`src/rtl/loader_pkg.sv`:
```
// Shared constants and entry type for the iNES loader write path.
// Holds SDRAM address layout and the FIFO entry layout {addr, data}.
package loader_pkg;

  localparam int LOADER_ADDR_W = 22;
  localparam int LOADER_DEPTH_LOG2 = 2;

  localparam logic [LOADER_ADDR_W-1:0] CHR_BASE = 22'h200000;

  typedef struct packed {
    logic [LOADER_ADDR_W-1:0] addr;
    logic [7:0]               data;
  } loader_entry_t;

endpackage

```
`src/rtl/loader_write_queue_if.sv`:
```
// Byte write bus: strobe/write-enable plus address and data.
// master drives we/addr/data, slave samples them.
interface loader_write_queue_if
  import loader_pkg::*;
#(
  parameter int ADDR_W = LOADER_ADDR_W
);

  logic              we;
  logic [ADDR_W-1:0] addr;
  logic [7:0]        data;

  modport master (
    output we,
    output addr,
    output data
  );

  modport slave (
    input we,
    input addr,
    input data
  );

endinterface

```
`src/rtl/loader_fifo.sv`:
```
// Generic synchronous FIFO, power-of-two depth, show-ahead head output.
// Ports: clk, reset, push/din, pop/dout, full, empty, count.
module loader_fifo #(
  parameter int WIDTH      = 30,
  parameter int DEPTH_LOG2 = 2
) (
  input  logic                  clk,
  input  logic                  reset,
  input  logic                  push,
  input  logic [WIDTH-1:0]      din,
  input  logic                  pop,
  output logic [WIDTH-1:0]      dout,
  output logic                  full,
  output logic                  empty,
  output logic [DEPTH_LOG2:0]   count
);

  localparam int DEPTH = 1 << DEPTH_LOG2;
  localparam logic [DEPTH_LOG2:0] FULL_CNT =
    {1'b1, {DEPTH_LOG2{1'b0}}};

  logic [WIDTH-1:0]      mem [DEPTH];
  logic [DEPTH_LOG2-1:0] wr_ptr;
  logic [DEPTH_LOG2-1:0] rd_ptr;
  logic [DEPTH_LOG2:0]   cnt;
  logic                  do_push;
  logic                  do_pop;

  assign full  = (cnt == FULL_CNT);
  assign empty = (cnt == '0);
  assign count = cnt;
  assign dout  = mem[rd_ptr];

  // A pop frees the head slot first, so a push into a full
  // FIFO is still accepted when it coincides with a pop.
  assign do_pop  = pop & ~empty;
  assign do_push = push & (~full | do_pop);

  always_ff @(posedge clk) begin
    if (reset) begin
      wr_ptr <= '0;
      rd_ptr <= '0;
      cnt    <= '0;
    end else begin
      if (do_push)
        wr_ptr <= wr_ptr + 1'b1;
      if (do_pop)
        rd_ptr <= rd_ptr + 1'b1;
      unique case ({do_push, do_pop})
        2'b10:   cnt <= cnt + 1'b1;
        2'b01:   cnt <= cnt - 1'b1;
        default: cnt <= cnt;
      endcase
    end
  end

  always_ff @(posedge clk) begin
    if (do_push)
      mem[wr_ptr] <= din;
  end

endmodule

```
`src/rtl/loader_write_queue.sv`:
```
// Queues loader ROM bytes and issues one SDRAM write per slot strobe.
// Ports: clk, reset, in_bus (loader side, slave), slot, mem_bus
// (SDRAM side, master), busy, count, overflow (sticky), and checksum
// when LOADER_QUEUE_CHECKSUM_EN is defined.
module loader_write_queue
  import loader_pkg::*;
#(
  parameter int DEPTH_LOG2 = LOADER_DEPTH_LOG2,
  parameter int ADDR_W     = LOADER_ADDR_W
) (
  input  logic                  clk,
  input  logic                  reset,
  loader_write_queue_if.slave   in_bus,
  input  logic                  slot,
  loader_write_queue_if.master  mem_bus,
  output logic                  busy,
  output logic [DEPTH_LOG2:0]   count,
`ifdef LOADER_QUEUE_CHECKSUM_EN
  output logic [15:0]           checksum,
`endif
  output logic                  overflow
);

  loader_entry_t         in_entry;
  loader_entry_t         head;
  logic                  full;
  logic                  empty;
  logic                  issue;
  logic                  we_q;
  logic [ADDR_W-1:0]     addr_q;
  logic [7:0]            data_q;

  assign in_entry.addr = in_bus.addr;
  assign in_entry.data = in_bus.data;

  // Empty is the pre-edge state, so a byte pushed on a slot
  // cycle waits for the next slot.
  assign issue = slot & ~empty;

  loader_fifo #(
    .WIDTH      ($bits(loader_entry_t)),
    .DEPTH_LOG2 (DEPTH_LOG2)
  ) u_fifo (
    .clk   (clk),
    .reset (reset),
    .push  (in_bus.we),
    .din   (in_entry),
    .pop   (slot),
    .dout  (head),
    .full  (full),
    .empty (empty),
    .count (count)
  );

  always_ff @(posedge clk) begin
    if (reset) begin
      we_q   <= 1'b0;
      addr_q <= '0;
      data_q <= '0;
    end else if (slot) begin
      we_q <= issue;
      if (issue) begin
        addr_q <= head.addr;
        data_q <= head.data;
      end
    end
  end

  // Full with a slot pops first, so only an unpaired push drops.
  always_ff @(posedge clk) begin
    if (reset)
      overflow <= 1'b0;
    else if (in_bus.we & full & ~slot)
      overflow <= 1'b1;
  end

`ifdef LOADER_QUEUE_CHECKSUM_EN
  always_ff @(posedge clk) begin
    if (reset)
      checksum <= '0;
    else if (issue)
      checksum <= checksum + {8'h00, head.data};
  end
`endif

  assign mem_bus.we   = we_q;
  assign mem_bus.addr = addr_q;
  assign mem_bus.data = data_q;

  assign busy = (count != '0) | we_q;

endmodule
```
`src/flat_wrapper.sv`:
```
// flat-port wrapper written by rule: the top's interface ports become plain ports
module loader_write_queue_flat import loader_pkg::*;
#(
  parameter int DEPTH_LOG2 = LOADER_DEPTH_LOG2,
  parameter int ADDR_W     = LOADER_ADDR_W
)
  (clk, reset, slot, busy, count, overflow, in_bus_we, in_bus_addr, in_bus_data, mem_bus_we, mem_bus_addr, mem_bus_data);
  loader_write_queue_if #(.ADDR_W(ADDR_W)) in_bus_i ();
  loader_write_queue_if #(.ADDR_W(ADDR_W)) mem_bus_i ();
  input  logic clk;
  input  logic reset;
  input  logic slot;
  output logic busy;
  output logic [DEPTH_LOG2:0] count;
  output logic overflow;
  input wire logic [$bits(in_bus_i.we)-1:0] in_bus_we;
  input wire logic [$bits(in_bus_i.addr)-1:0] in_bus_addr;
  input wire logic [$bits(in_bus_i.data)-1:0] in_bus_data;
  output wire logic [$bits(mem_bus_i.we)-1:0] mem_bus_we;
  output wire logic [$bits(mem_bus_i.addr)-1:0] mem_bus_addr;
  output wire logic [$bits(mem_bus_i.data)-1:0] mem_bus_data;
  assign in_bus_i.we = in_bus_we;
  assign in_bus_i.addr = in_bus_addr;
  assign in_bus_i.data = in_bus_data;
  assign mem_bus_we = mem_bus_i.we;
  assign mem_bus_addr = mem_bus_i.addr;
  assign mem_bus_data = mem_bus_i.data;
  loader_write_queue #(.DEPTH_LOG2(DEPTH_LOG2), .ADDR_W(ADDR_W)) u_core (.clk(clk), .reset(reset), .in_bus(in_bus_i), .slot(slot), .mem_bus(mem_bus_i), .busy(busy), .count(count), .overflow(overflow));
endmodule
```
`config.mk`:
```
export PLATFORM = sky130hd
export DESIGN_NAME = loader_write_queue_flat
export DESIGN_NICKNAME = d
export VERILOG_FILES = /design/src/rtl/loader_pkg.sv /design/src/rtl/loader_write_queue_if.sv /design/src/rtl/loader_fifo.sv /design/src/rtl/loader_write_queue.sv /design/src/flat_wrapper.sv
export SDC_FILE = /design/constraint.sdc
export NUM_CORES = 1
export LEC_CHECK = 0
export ABC_AREA = 0
export ABC_CLOCK_PERIOD_IN_PS = 2800
export BUFFER_PORTS_ARGS = -buffer_cell sky130_fd_sc_hd__buf_2
export CAP_MARGIN = 25
export CORE_ASPECT_RATIO = 1.75
export CORE_UTILIZATION = 35
export CTS_CLUSTER_SIZE = 10
export DETAILED_ROUTE_END_ITERATION = 12
export PLACE_DENSITY_LB_ADDON = 0.25
export SLEW_MARGIN = 20
export SYNTH_ARGS = -nofsm -noshare
export SYNTH_HDL_FRONTEND = slang
export SYNTH_HIERARCHICAL = 1
export SYNTH_SLANG_ARGS = --single-unit
```
`constraint.sdc`:
```
create_clock -name clk -period 2.8 [get_ports clk]
set_input_delay 0.28 -clock clk [delete_from_list [all_inputs] [get_ports clk]]
set_output_delay 0.28 -clock clk [all_outputs]
set_load 0.03 [all_outputs]
```
* Word-level counts from Yosys, hierarchy flattened *
Memories as Yosys holds them, arrays and structs flattened. A register that Yosys moved wholly into a read port is not among the register bits.
Cells that the tools add are included.

storage, ports and cells
  output and inout port bits = 36
  bits in writable memories = 120
  memories kept = 1
  flip-flop bits (word level) = 9
  input bits = 34

operators by class
  bitwise logic cells = 9
  reduce and logical (&&, ||, !) cells = 4
  add/sub/neg operators = 4
  muxes and demuxes = 3
  eq/ne operators = 3

memories
  name               words  width  read ports  clocked after Yosys merged registers in  wr ports  RTL line           source
  u_core.u_fifo.mem  4      30     1           1                                        1         loader_fifo.sv:22  logic [WIDTH-1:0] mem [DEPTH];

operators by type and width
  cell                   number
  $pmux W3 S2            1
  $add A2 B1 Y2 const B  2
  $and A1 B1 Y1          4
  $add A3 B1 Y3 const B  1
  $eq A3 B3 Y1 const B   1
  $logic_not A3 Y1       1
  $not A1 Y1             3
  $reduce_bool A3 Y1     1
  $sub A3 B1 Y3 const B  1
  $eq A2 B1 Y1 const B   1
  $eq A2 B2 Y1 const B   1
  $mux W1                2
  $or A1 B1 Y1           2
  $reduce_and A2 Y1      1
  $reduce_bool A2 Y1     1

* Logic depth before layout (Yosys ltp) *
  word-level depth = 7
  gate-level depth with buffers = 9
  depth with buffers taken out = 9

* Modules after synthesis *
Netlist, hierarchy kept.

by module, submodules not included
  module              cells each  times used  area each (um2)
  loader_fifo         210         1           4812.1
  loader_write_queue  144         1           1457.6

* Worst setup path before layout *
Ideal clock, no wire load.

  path type = flip-flop to flip-flop
  start = register u_core.u_fifo.cnt[2], in the netlist u_core/u_fifo/count[2]
  end = register u_core.u_fifo.cnt[2], in the netlist u_core/u_fifo/count[2]
  buffers on the path = 0
  arrival time = 2.256 ns
  clock period less this slack = 2.326 ns
  setup slack = 0.474 ns
  cell stages (with the launch flop) = 10
  cell sequence = dfxtp_1 -> nor3b_2 -> a21boi_2 -> inv_1 -> ha_1 -> inv_1 -> fa_1 -> xor2_1 -> or3_2 -> a21oi_1

RTL lines
  element                                            RTL line                  source
  start, declared                                    loader_fifo.sv:25         logic [DEPTH_LOG2:0] cnt;
  start signal, assigned                             loader_fifo.sv:50         2'b10: cnt <= cnt + 1'b1;
  start signal, assigned                             loader_fifo.sv:51         2'b01: cnt <= cnt - 1'b1;
  start signal, assigned                             loader_fifo.sv:52         default: cnt <= cnt;
  $eq A3 B3 Y1 (*)                                   loader_fifo.sv:29         assign full = (cnt == FULL_CNT);
  net u_core.full                                    loader_write_queue.sv:26  logic full;
  $not A1 Y1 (*)                                     loader_fifo.sv:37         assign do_push = push & (~full | do_pop);
  $or A1 B1 Y1 (*)                                   loader_fifo.sv:37
  $and A1 B1 Y1 (*)                                  loader_fifo.sv:37
  $eq A2 B1 Y1 or $eq A2 B2 Y1 (tied branches)       loader_fifo.sv:49         unique case ({do_push, do_pop})
  $pmux W3 S2 or $reduce_bool A2 Y1 (tied branches)  -

The timed path passes the listed nets; every way through them passes the cells marked *.
A chain may end at the register's enable or synchronous reset.

* Final worst setup path *
Ends and elaborated chain as after synthesis.

==> impl_metrics.toml <==
[run_status]
status = "finished, final reports clean"

[power_and_ir_drop]
peakVddDrop_v = 0.000430
clockPowerShare_pct = 35.8
pwr-share-comb_pct = 23.3
p_leak_nw = 2.64
fin_total_pwr_mw = 7.31
p_sw_mw = 2.05
p_int_mw = 5.26
seq_power_share_pct = 40.9
pwr_density_cell_mw_per_mm2 = 966
netSwitchingFraction_pct = 28.1

[cells_and_area]
post-route-util_pct = 43.2
nNetsFinal = 475
multi_input_area_mm2 = 0.00168
area.growth.synth_to_final_pct = 20.7
regArea_mm2 = 0.00443
stdcell_count = 680
drive_gt1_share_pct = 34.8
fillers = 1535
fin_area_mm2 = 0.00757

[route]
vias_per_cell = 4.92
wire_per_inst_um = 18.9
ant_nets = 0
routed-via-count = 3343
drt_first_pass_iters = 5
drc_errors = 0
routed_wl_um = 12800
first_iter_violations = 131

[die]
start_util_pct = 35.8
die-width_um = 103
die_h_um = 179
ios = 70
core_mm2 = 0.0175
num_rows = 64
dieArea_mm2 = 0.0185

[yosys]
yosysTopAreaCell = "edfxtp_1"
yosysUniqueCellTypes = 32
synth-edff-count = 120
yosys_warnings = 6
syn_inst = 354
yosysSeqAreaShare_pct = 70.6
synth-seq-cells = 161
synthTopCellsByArea = "edfxtp_1 (57%), dfxtp_1 (13%), mux4_2 (11%), nand4bb_1 (5.4%), nand2b_1 (3.2%)"
synth_top_area_share_pct = 57.5
synthArstFlopShare_pct = 0
synth_fp_nets = 394
ys.flop_type = "edfxtp_1"
syn_area_mm2 = 0.00627
avgSynthCellArea_um2 = 17.7

[clocking]
ctsHoldBuffers = 0
clkTransAtPathRegs_ns = 0.06
clock_latency_ns = 0.41
cts-buffers-inserted = 17
cts_sinks = 161
cts_tree = "yes"
cts_setup_buffers = 0
clk_path_buf_depth = 2
root_buffer = "clkbuf_16"
h-tree-depth = 4
cts_resized = 0

[place]
dp.cells = 647
dp_hpwl_um = 8000
preCtsSetupSlack_ns = 0.488
place_congestion = 0.744
postPlaceCellArea_mm2 = 0.00689
io_buffers = 69

[timing]
finalSetupViolCount = 0
skew_ns = 0.00625
tns_ns = 0
finalCritPeriodShare_pct = 82.8
rsz0062_at_grt = "no"
min_period_ns = 2.32
slew_headroom_pct = 63.5
whs_ns = 0.0802
worstMarginPinSlew_ns = 0.547
slew_violations = 0
setup_slack_ns = 0.481
fmax_mhz = 431
hold_viol = 0

[worst_setup_path]
cp.required_ns = 3.14
endpoint_kind = "register"
worstSetupPathType = "reg2reg"
startpoint_type = "register"
path_max_fanout = 7
arrival_ns = 2.66

[grt]
grt_overflow = 0
grt_pass1_vias = 3510
grt_max_degree = 36
antenna_found_initial = 1
grtUsageTotal_pct = 15.0
grt_pass1_wl_um = 19600

[job]
maxCapViolCount = 0

[hold_path]
hp-class = "in2reg"
[layer usage]
metal | up-vias | part of all wire, % | global-route usage (%)
met5 | - | 0 | 0
met2 | 69 | 55 | 26.8
li1 | 1537 | - | -
met4 | 0 | 1.5 | 7.04
met3 | 11 | 3.0 | 2.96
met1 | 1726 | 40 | 17.0
[synthesized netlist by cell type, drive strengths merged, types with 2 or more instances]
| library cell | instances |
|---|---|
| a21oi | 4 |
| and2 | 4 |
| buf | 16 |
| clkbuf | 6 |
| dfxtp | 41 |
| edfxtp | 120 |
| ha | 5 |
| inv | 9 |
| mux4 | 30 |
| nand2b | 32 |
| nand4bb | 30 |
| nor2 | 8 |
| o21ai | 32 |
| or3 | 2 |
| xor2 | 3 |
[cells by family (layout without fill, tap and decap cells)]
family / after synthesis / in the layout / share of synthesized area, %
AO/OA/AOI/OAI: 39 / 39 / 3.29
XOR/XNOR: 3 / 3 / 0.419
adder cells (fa/ha/maj): 6 / 6 / 1.32
buffers and inverters: 31 / 125 / 2.67
flip-flops: 161 / 161 / 70.6
multiplexers: 32 / 32 / 11.2
other: 0 / 1 / 0
AND/OR/NAND/NOR: 82 / 82 / 10.6
[final cells by class]
class / instances / area share [%]
well taps: 231 / 3.82
diodes: 1 / 0.0331
multi-input cells: 162 / 22.2
flip-flops and latches: 161 / 58.5
clock inverters: 12 / 3.04
clock buffers: 20 / 5.90
repair buffers: 84 / 6.05
inverters: 9 / 0.446
[power groups by stage]
stage	clock network [mW]	registers [mW]	logic (mW)
floorplan	0	3.27	1.00
global placement	0	3.03	1.71
detailed placement	0	3.05	1.74
CTS	2.68	2.99	1.74
global route	2.76	3.02	1.84
finish	2.62	2.99	1.70
[sequential cells by signal, indices dropped and copies added (netlist names), named ones only]
register / flops
u_core/u_fifo/rd_ptr: 2
u_core/u_fifo/mem: 120
u_core/mem_bus.addr: 22
u_core/overflow: 1
u_core/u_fifo/wr_ptr: 2
u_core/u_fifo/count: 3
u_core/mem_bus.data: 8
u_core/mem_bus.we: 1
[final timing paths]
check,startpoint,to,slack (ns),cells after the start
setup reg to reg,u_core/u_fifo/count[2],u_core/u_fifo/count[2],0.48,9
setup / recovery,u_core/u_fifo/count[2],u_core/u_fifo/count[2],0.48,9
hold reg to reg,u_core/overflow,u_core/overflow,0.46,2
hold / removal,in_bus_data[6],u_core/u_fifo/mem[2][6],0.08,1
[cells in the final DEF (no fill, tap or decap), types with 2 or more instances in the layout]
cell type   synthesis  routed
a21oi_1             4       4
and2_2              4       4
buf_2               9      69
buf_4               4      15
bufinv_16           0       6
clkbuf_1            4       2
clkbuf_16           0      17
clkinv_4            0       3
clkinvlp_4          0       2
dfxtp_1            41      39
dfxtp_2             0       2
edfxtp_1          120     120
ha_1                5       5
inv_1               9       9
mux4_2             30      30
nand2b_1           32      32
nand4bb_1          30      30
nor2_1              8       8
o21ai_0             2       2
o21ai_1            30      30
xor2_1              3       3
[worst max-delay path: stages, from the launching register on]
cell	delay, ns
dfxtp_1	0.43
nor3b_2	0.28
a21boi_2	0.09
inv_1	0.07
ha_1	0.19
inv_1	0.06
fa_1	0.38
xor2_1	0.16
or3_2	0.41
a21oi_1	0.16
(Power assumes the default switching activity.)
